**src/rtl/ex_issue_ctrl_if.sv**
```systemverilog
// Issue-control bundle between the register-read latch, the EX stage and writeback.
interface ex_issue_ctrl_if #(
    parameter int unsigned CNT_W = 4
);
    logic             valid_in;
    logic             is_multi;
    logic [CNT_W-1:0] iter_cnt;
    logic             flush;
    logic             wb_stall;
    logic             stall_out;
    logic             latch_en;
    logic             ex_valid;
    logic             unit_start;
    logic             unit_busy;
    logic [1:0]       state;
    logic [15:0]      busy_cycles;

    // Stimulus side: drives the op and pipeline conditions.
    modport master (
        output valid_in, is_multi, iter_cnt, flush, wb_stall,
        input  stall_out, latch_en, ex_valid, unit_start, unit_busy, state, busy_cycles
    );

    // Controller side.
    modport slave (
        input  valid_in, is_multi, iter_cnt, flush, wb_stall,
        output stall_out, latch_en, ex_valid, unit_start, unit_busy, state, busy_cycles
    );
endinterface

```
**src/rtl/ex_issue_ctrl.sv**
```systemverilog
// EX-stage issue controller: single-cycle ops pass straight through, multi-cycle
// ops start the iterative unit, hold the pipe while it runs, then hand off to WB.
module ex_issue_ctrl #(
    parameter int unsigned CNT_W = 4
) (
    input logic           clk,
    input logic           rst,
    ex_issue_ctrl_if.slave bus
);

    typedef enum logic [1:0] {
        StIdle = 2'b00,
        StRun  = 2'b01,
        StDone = 2'b10
    } state_t;

    state_t           state_q, state_d;
    logic [CNT_W-1:0] cnt_q, cnt_d;
    logic [15:0]      busy_q, busy_d;

    logic accept;
    logic stall_out, latch_en, ex_valid, unit_start;

    assign accept = bus.valid_in & ~bus.flush & ~bus.wb_stall;

    // State, iteration counter and RUN-cycle counter; reset acts without a clock.
    always_ff @(posedge clk or posedge rst) begin
        if (rst) begin
            state_q <= StIdle;
            cnt_q   <= '0;
            busy_q  <= '0;
        end else begin
            state_q <= state_d;
            cnt_q   <= cnt_d;
            busy_q  <= busy_d;
        end
    end

    // Next-state, counter and combinational handshake decode.
    always_comb begin
        state_d    = state_q;
        cnt_d      = cnt_q;
        stall_out  = 1'b0;
        latch_en   = 1'b0;
        ex_valid   = 1'b0;
        unit_start = 1'b0;

        unique case (state_q)
            StIdle: begin
                stall_out = bus.valid_in & bus.wb_stall;
                if (accept) begin
                    if (!bus.is_multi) begin
                        ex_valid = 1'b1;
                        latch_en = 1'b1;
                    end else begin
                        unit_start = 1'b1;
                        if (bus.iter_cnt > CNT_W'(1)) begin
                            cnt_d   = bus.iter_cnt - CNT_W'(1);
                            state_d = StRun;
                        end else begin
                            state_d = StDone;
                        end
                    end
                end
            end
            StRun: begin
                stall_out = 1'b1;
                if (bus.flush) begin
                    cnt_d   = '0;
                    state_d = StIdle;
                end else begin
                    cnt_d = cnt_q - CNT_W'(1);
                    if (cnt_q == CNT_W'(1)) begin
                        state_d = StDone;
                    end
                end
            end
            StDone: begin
                stall_out = 1'b1;
                if (bus.flush) begin
                    cnt_d   = '0;
                    state_d = StIdle;
                end else if (!bus.wb_stall) begin
                    ex_valid = 1'b1;
                    latch_en = 1'b1;
                    state_d  = StIdle;
                end
            end
            default: begin
                state_d = StIdle;
            end
        endcase

        // Keep the handshake quiet while reset is held, whatever the inputs do.
        if (rst) begin
            stall_out  = 1'b0;
            latch_en   = 1'b0;
            ex_valid   = 1'b0;
            unit_start = 1'b0;
        end
    end

    // Saturating count of cycles spent in RUN.
    always_comb begin
        busy_d = busy_q;
        if (state_q == StRun && busy_q != 16'hFFFF) begin
            busy_d = busy_q + 16'd1;
        end
    end

    assign bus.stall_out   = stall_out;
    assign bus.latch_en    = latch_en;
    assign bus.ex_valid    = ex_valid;
    assign bus.unit_start  = unit_start;
    assign bus.unit_busy   = (state_q == StRun) & ~rst;
    assign bus.state       = state_q;
    assign bus.busy_cycles = busy_q;

endmodule

```
**src/flat_wrapper.sv**
```systemverilog
// flat-port wrapper written by rule: the top's interface ports become plain ports
module ex_issue_ctrl_flat 
#(
    parameter int unsigned CNT_W = 4
)
  (clk, rst, bus_valid_in, bus_is_multi, bus_iter_cnt, bus_flush, bus_wb_stall, bus_stall_out, bus_latch_en, bus_ex_valid, bus_unit_start, bus_unit_busy, bus_state, bus_busy_cycles);
  ex_issue_ctrl_if #(.CNT_W(CNT_W)) bus_i ();
  input logic clk;
  input logic rst;
  input wire logic [$bits(bus_i.valid_in)-1:0] bus_valid_in;
  input wire logic [$bits(bus_i.is_multi)-1:0] bus_is_multi;
  input wire logic [$bits(bus_i.iter_cnt)-1:0] bus_iter_cnt;
  input wire logic [$bits(bus_i.flush)-1:0] bus_flush;
  input wire logic [$bits(bus_i.wb_stall)-1:0] bus_wb_stall;
  output wire logic [$bits(bus_i.stall_out)-1:0] bus_stall_out;
  output wire logic [$bits(bus_i.latch_en)-1:0] bus_latch_en;
  output wire logic [$bits(bus_i.ex_valid)-1:0] bus_ex_valid;
  output wire logic [$bits(bus_i.unit_start)-1:0] bus_unit_start;
  output wire logic [$bits(bus_i.unit_busy)-1:0] bus_unit_busy;
  output wire logic [$bits(bus_i.state)-1:0] bus_state;
  output wire logic [$bits(bus_i.busy_cycles)-1:0] bus_busy_cycles;
  assign bus_i.valid_in = bus_valid_in;
  assign bus_i.is_multi = bus_is_multi;
  assign bus_i.iter_cnt = bus_iter_cnt;
  assign bus_i.flush = bus_flush;
  assign bus_i.wb_stall = bus_wb_stall;
  assign bus_stall_out = bus_i.stall_out;
  assign bus_latch_en = bus_i.latch_en;
  assign bus_ex_valid = bus_i.ex_valid;
  assign bus_unit_start = bus_i.unit_start;
  assign bus_unit_busy = bus_i.unit_busy;
  assign bus_state = bus_i.state;
  assign bus_busy_cycles = bus_i.busy_cycles;
  ex_issue_ctrl #(.CNT_W(CNT_W)) u_core (.clk(clk), .rst(rst), .bus(bus_i));
endmodule
```
**config.mk**
```make
export PLATFORM = sky130hd
export DESIGN_NAME = ex_issue_ctrl_flat
export DESIGN_NICKNAME = d
export VERILOG_FILES = /design/src/rtl/ex_issue_ctrl_if.sv /design/src/rtl/ex_issue_ctrl.sv /design/src/flat_wrapper.sv
export SDC_FILE = /design/constraint.sdc
export NUM_CORES = 1
export LEC_CHECK = 0
export ABC_CLOCK_PERIOD_IN_PS = 2300
export CELL_PAD_IN_SITES_DETAIL_PLACEMENT = 2
export CELL_PAD_IN_SITES_GLOBAL_PLACEMENT = 2
export CORE_ASPECT_RATIO = 0.75
export CORE_UTILIZATION = 30
export CTS_BUF_LIST = sky130_fd_sc_hd__clkbuf_8 sky130_fd_sc_hd__clkbuf_16
export CTS_CLUSTER_DIAMETER = 150
export DETAILED_ROUTE_END_ITERATION = 10
export PLACE_DENSITY = 0.86
export SLEW_MARGIN = 15
export SYNTH_ARGS = -nofsm -noshare
export SYNTH_HDL_FRONTEND = slang
export SYNTH_SLANG_ARGS = --single-unit
```
**constraint.sdc**
```tcl
create_clock -name clk -period 2.3 [get_ports clk]
set_input_delay 0.69 -clock clk [delete_from_list [all_inputs] [get_ports clk]]
set_output_delay 0.69 -clock clk [all_outputs]
set_load 0.02 [all_outputs]
```
Word level (Yosys, flattened, before mapping)
Cells that the tools add are included.
- word-level logic and storage cells: 56
- output and inout bits: 23
- register bits after elaboration: 22
- input port bits: 10
- add/sub/neg operators: 3
- reduce and logical (&&, ||, !) cells: 6
- eq/ne operators: 10
- mux-type cells: 26
- bitwise logic cells: 7
- order comparisons: 1
- operators by type and width (operator ; number):
    $mux 4 ; 5
    $add 16x1->16 const B ; 1
    $ne 16x16->1 const B ; 1
    $mux 2 ; 7
    $pmux 4 s3 ; 1
    $mux 1 ; 10
    $sub 4x1->4 const B ; 2
    $pmux 2 s3 ; 1
    $reduce_and 5->1 ; 1
    $and 1x1->1 ; 4
    $eq 4x1->1 const B ; 1
    $gt 4x1->1 const B ; 1
    $ne 2x1->1 const B ; 2
    $ne 2x2->1 const B ; 2
    $pmux 1 s2 ; 2
    $reduce_and 4->1 ; 1
    $ne 3x2->1 const B ; 1
    $ne 3x3->1 const B ; 1
    $not 1->1 ; 3
    $reduce_bool 3->1 ; 1
    $eq 2x1->1 const B ; 1
    $eq 2x2->1 const B ; 1
    $logic_not 2->1 ; 1
    $reduce_or 2->1 ; 1
    $logic_and 1x1->1 ; 1

Depth between registers and ports, before layout
Gate-level depths: netlist (run 1).
- depth after elaboration: 6
- depth in mapped cells: 7
- depth with buffers taken out: 6

Worst setup path after synthesis (run 1)
No wires, ideal clock.
- path type: register -> output
- from: reg u_core.state_q[0], in the netlist u_core.bus.state[0]
- to: out bus_latch_en
- required time: 1610 ps
- cell stages (with the launch flop): 7
- path slack: -514 ps
- arrival: 2124 ps
- buffers on the path: 2
- path through: dfrtp_1 -> inv_1 -> ha_1 -> clkbuf_1 -> a31oi_1 -> nor4_1 -> buf_4
- cells in the longest elaborated chain, start to end: 3
- elaborated cells on any way between the ends: 4
- classes of those cells: eq/ne: 1; mux: 2; reduce/logical: 1
- ends and longest elaborated chain (item ; RTL line ; RTL):
    from (decl) ; ex_issue_ctrl.sv:17 ; state_t state_q, state_d;
    from (signal assigned) ; ex_issue_ctrl.sv:29 ; state_q <= StIdle;
    from (signal assigned) ; ex_issue_ctrl.sv:33 ; state_q <= state_d;
    $eq 2x2->1 / $logic_not 2->1 (equally long branches) ; -- ;
    $pmux 1 s2 * ; -- ;
    $mux 1 * ; -- ;
    to (decl) ; flat_wrapper.sv:16 ; output wire logic [$bits(bus_i.latch_en)-1:0] bus_latch_en;
Every way passes the cells marked *; elsewhere a longest branch is shown, timed or not.

Worst setup path in the final report (run 1)
- from: in bus_is_multi
- to: out bus_unit_start
- cells in the longest elaborated chain, start to end: 4
- ends and longest elaborated chain (item ; RTL line ; RTL):
    from (decl) ; flat_wrapper.sv:11 ; input wire logic [$bits(bus_i.is_multi)-1:0] bus_is_multi;
    $mux 1 ; ex_issue_ctrl.sv:52 ; if (!bus.is_multi) begin
    $mux 1 ; ex_issue_ctrl.sv:51 ; if (accept) begin
    $mux 1 ; ex_issue_ctrl.sv:48 ; unique case (state_q)
    $mux 1 ; ex_issue_ctrl.sv:95 ; if (rst) begin
    to (decl) ; flat_wrapper.sv:18 ; output wire logic [$bits(bus_i.unit_start)-1:0] bus_unit_start;
No other way between the ends.

==> metrics, run 1 <==
status=completed; clock transition at the register clock pins on the worst setup and hold paths after CTS=80 ps; cts-stage hold buffer count=0; wire length of the first global-routing pass=8.54 mm; dominant register cell in the synthesized netlist=sky130_fd_sc_hd__dfrtp_1; Synthesized Nets=168; EDFF count, synth=0; GRT Residual Overflow=0; via count=1391; FF-to-FF setup slack=250 ps; top fanout value on the critical path=3; data required time at the worst endpoint=1610 ps; synth warn=0; routability-driven placement congestion ratio=0.760; number of routed nets with antenna violations=0; post-route clock period utilization=a little under 100%; global-route usage over all layers=between 20% and 30%; starting utilization of the core area=31.8%; number of failing setup endpoints in the final timing report=0; count of distinct cell types in the synthesized netlist=43; number of max-slew violations in the final report=0; insertion delay of the later-clocked pin in the worst-skew pair=270 ps; area of the mapped netlist=1440 µm²; number of vias per cell after detailed routing=5.45; worst clock skew on the final layout=~9 ps; cells taking the most area after synthesis=sky130_fd_sc_hd__dfrtp_1, sky130_fd_sc_hd__ha_1, sky130_fd_sc_hd__xnor2_1; total of fill cells in the finished design=500; sum of negative setup slack=0 ps; CTS tree=yes; Buffers on Ports=32; slew margin rel.=50.2%; Layout Nets=219; largest net degree at the start of global routing=23; cell chosen for the clock root=sky130_fd_sc_hd__clkbuf_8; antenna diode count=0; top post-synthesis cells by count=sky130_fd_sc_hd__dfrtp_1, sky130_fd_sc_hd__inv_1, sky130_fd_sc_hd__a21oi_1; Syn Area/Cell=9.63 µm²; dominant cell type by area after synthesis=sky130_fd_sc_hd__dfrtp_1; WL final=roughly 5.3 mm; ratio of total power to cell area=946 nW/µm²; final period demand of the worst path=2260 ps; number of rows created at floorplan=21; max incr delay on CP=300 ps; synthesis-to-finish area growth=42.5%; path type of the worst setup path=in -> out; Critical Path AT=1570 ps; cell-by-cell listing of the critical path=dlygate4sd2_1, nand3_2, nor4_4, buf_4; max-cap check violation count=0; num ports=33; share of Yosys cell area claimed by the top area cell type=a little under two fifths; wire per inst=20.9 µm; Worst Setup Slack post-DPL=-660 ps; horizontal die dimension=a little over 80 µm; post-detail-place hpwl=4.05 mm; hold violation total from the final report=0; Mapped Cells=149; CTS Buffer Depth=2; drc violations=0; Peak VDD IR=between 0.0005 and 0.0006 V; ys async rst share=100%; kind of end point of the critical path=primary output; DR iter-0 viols=57; sink count of the clock tree=22; most frequent cell after synthesis=sky130_fd_sc_hd__dfrtp_1; number of buffers inserted during clock tree synthesis=3; layout cells sized above 1=24.2%; via count of the first global-routing pass=between 1500 and 2000; core outline area=between 4000 and 5000 µm²; number of antenna violations at the first check in global routing=0; kind of start point of the critical path=primary input; first-pass iteration count of the detailed router=4; synthesized flop and latch total=22; part of the Yosys area used for sequential elements=38.4%; vertical die dimension=slightly above 60 µm; maximum level of the CTS H-tree=1; min setup slack post-route=around 38 ps; maximum clock rate=0.442 GHz; class of the tightest hold or removal check=reg -> reg; Critical-path top delay cell=sky130_fd_sc_hd__nor4_4; worst slew pin tran=740 ps; Die Footprint=5070 µm²; static leakage power=0.879 nW
layout by cell type, fill, tap and decap left out, drive strengths merged, types with 2 or more instances in the layout:
master	instances
a21oi	10
a31oi	6
and3	3
and4	2
buf	20
clkbuf	4
clkdlybuf4s15	2
clkdlybuf4s50	22
dfrtp	22
dlygate4sd2	4
ha	9
inv	12
mux2	3
nand2	7
nand3	7
nand3b	2
nand4	4
nor2	4
nor2b	3
nor3	8
nor4	4
o21a	2
o21ai	4
o22ai	2
o2bb2ai	2
o32ai	2
or3	3
xnor2	6
xor2	5
logic make-up (layout without fill, tap and decap cells):
group	Yosys count	in the layout	share of synthesized area (%)
AO/OA/AOI/OAI	36	36	17.8
XOR/XNOR	11	11	6.71
adder cells (fa/ha/maj)	9	9	7.85
buffers and inverters	15	64	4.18
flip-flops	22	22	38.4
multiplexers	4	4	3.05
AND/OR/NAND/NOR	52	52	22.1
metrics by stage:
step                power [mW]  utilization [%]  instance area [µm²]  cells  hold WS, ps
floorplan                 1.10                -                 1460    149          497
global placement          1.49             43.4                 1960    252          500
detailed placement        1.59             43.4                 1960    252          520
CTS                       1.89             44.5                 2010    255          550
global route              2.04             45.2                 2040    255          577
finish                    1.93             45.2                 2040    255          542
flip-flops by register name, summed over array words and instances (netlist names):
signal,count
u_core.bus.busy_cycles,16
u_core.bus.state,2
u_core.cnt_q,4
final timing paths:
kind                                      from                          to  depth (start not counted)
min                            u_core.cnt_q[1]             u_core.cnt_q[1]                          1
min reg2reg                    u_core.cnt_q[1]             u_core.cnt_q[1]                          1
min in group asynchronous                  rst         u_core.bus.state[0]                          3
max reg2reg                u_core.bus.state[0]  u_core.bus.busy_cycles[12]                          7
max                               bus_is_multi              bus_unit_start                          4
max in group asynchronous                  rst             u_core.cnt_q[2]                          3
report_power, final:
group	internal (mW)	switching [mW]	total, mW	leakage [nW]
sequential	0.471	0.104	0.575	0.293
clock	0.117	0.133	0.250	0.0216
combinational	0.527	0.582	1.11	0.564
total	1.12	0.819	1.93	0.879
layer usage:
layer	vias up	GRT usage, %	part of all wire, %
met2	19	43.0	53
met3	6	3.21	1.9
met5	-	0	0
met1	713	29.0	45
met4	0	6.27	0.86
li1	653	-	-
worst max-delay path, delay by kind of cell:
family / cells / cell delay (ps)
buffers and inverters: 2 / 460
AND/OR/NAND/NOR: 2 / 420
final cells by class:
class	instances	area (µm²)	area share (%)
clock buffer	3	41.3	2.02
inverter	12	45.0	2.20
multi-input combinational	112	903	44.2
sequential	22	551	26.9
tap	57	71.3	3.49
timing repair buffer	49	433	21.2
what timing repair did:
item | 4_1_cts | 5_1_grt
setup buffers | 0 | 0
setup endpoints to repair | 9 | 7
pin swaps | 1 | 1
gates resized for setup | 31 | 14
Note: power is estimated with default switching activity, not from simulation.
==> run 2, diff against run 1 <==
- CTS_CLUSTER_DIAMETER: 150 -> 120
==> results of run 2 <==
No change in the layout: final DEF, timing and power equal those of run 1.
==> run 3, diff against run 2 <==
- CTS_CLUSTER_DIAMETER: 120 -> not set
==> results of run 3 <==
No change in the layout: final DEF, timing and power equal those of run 1.
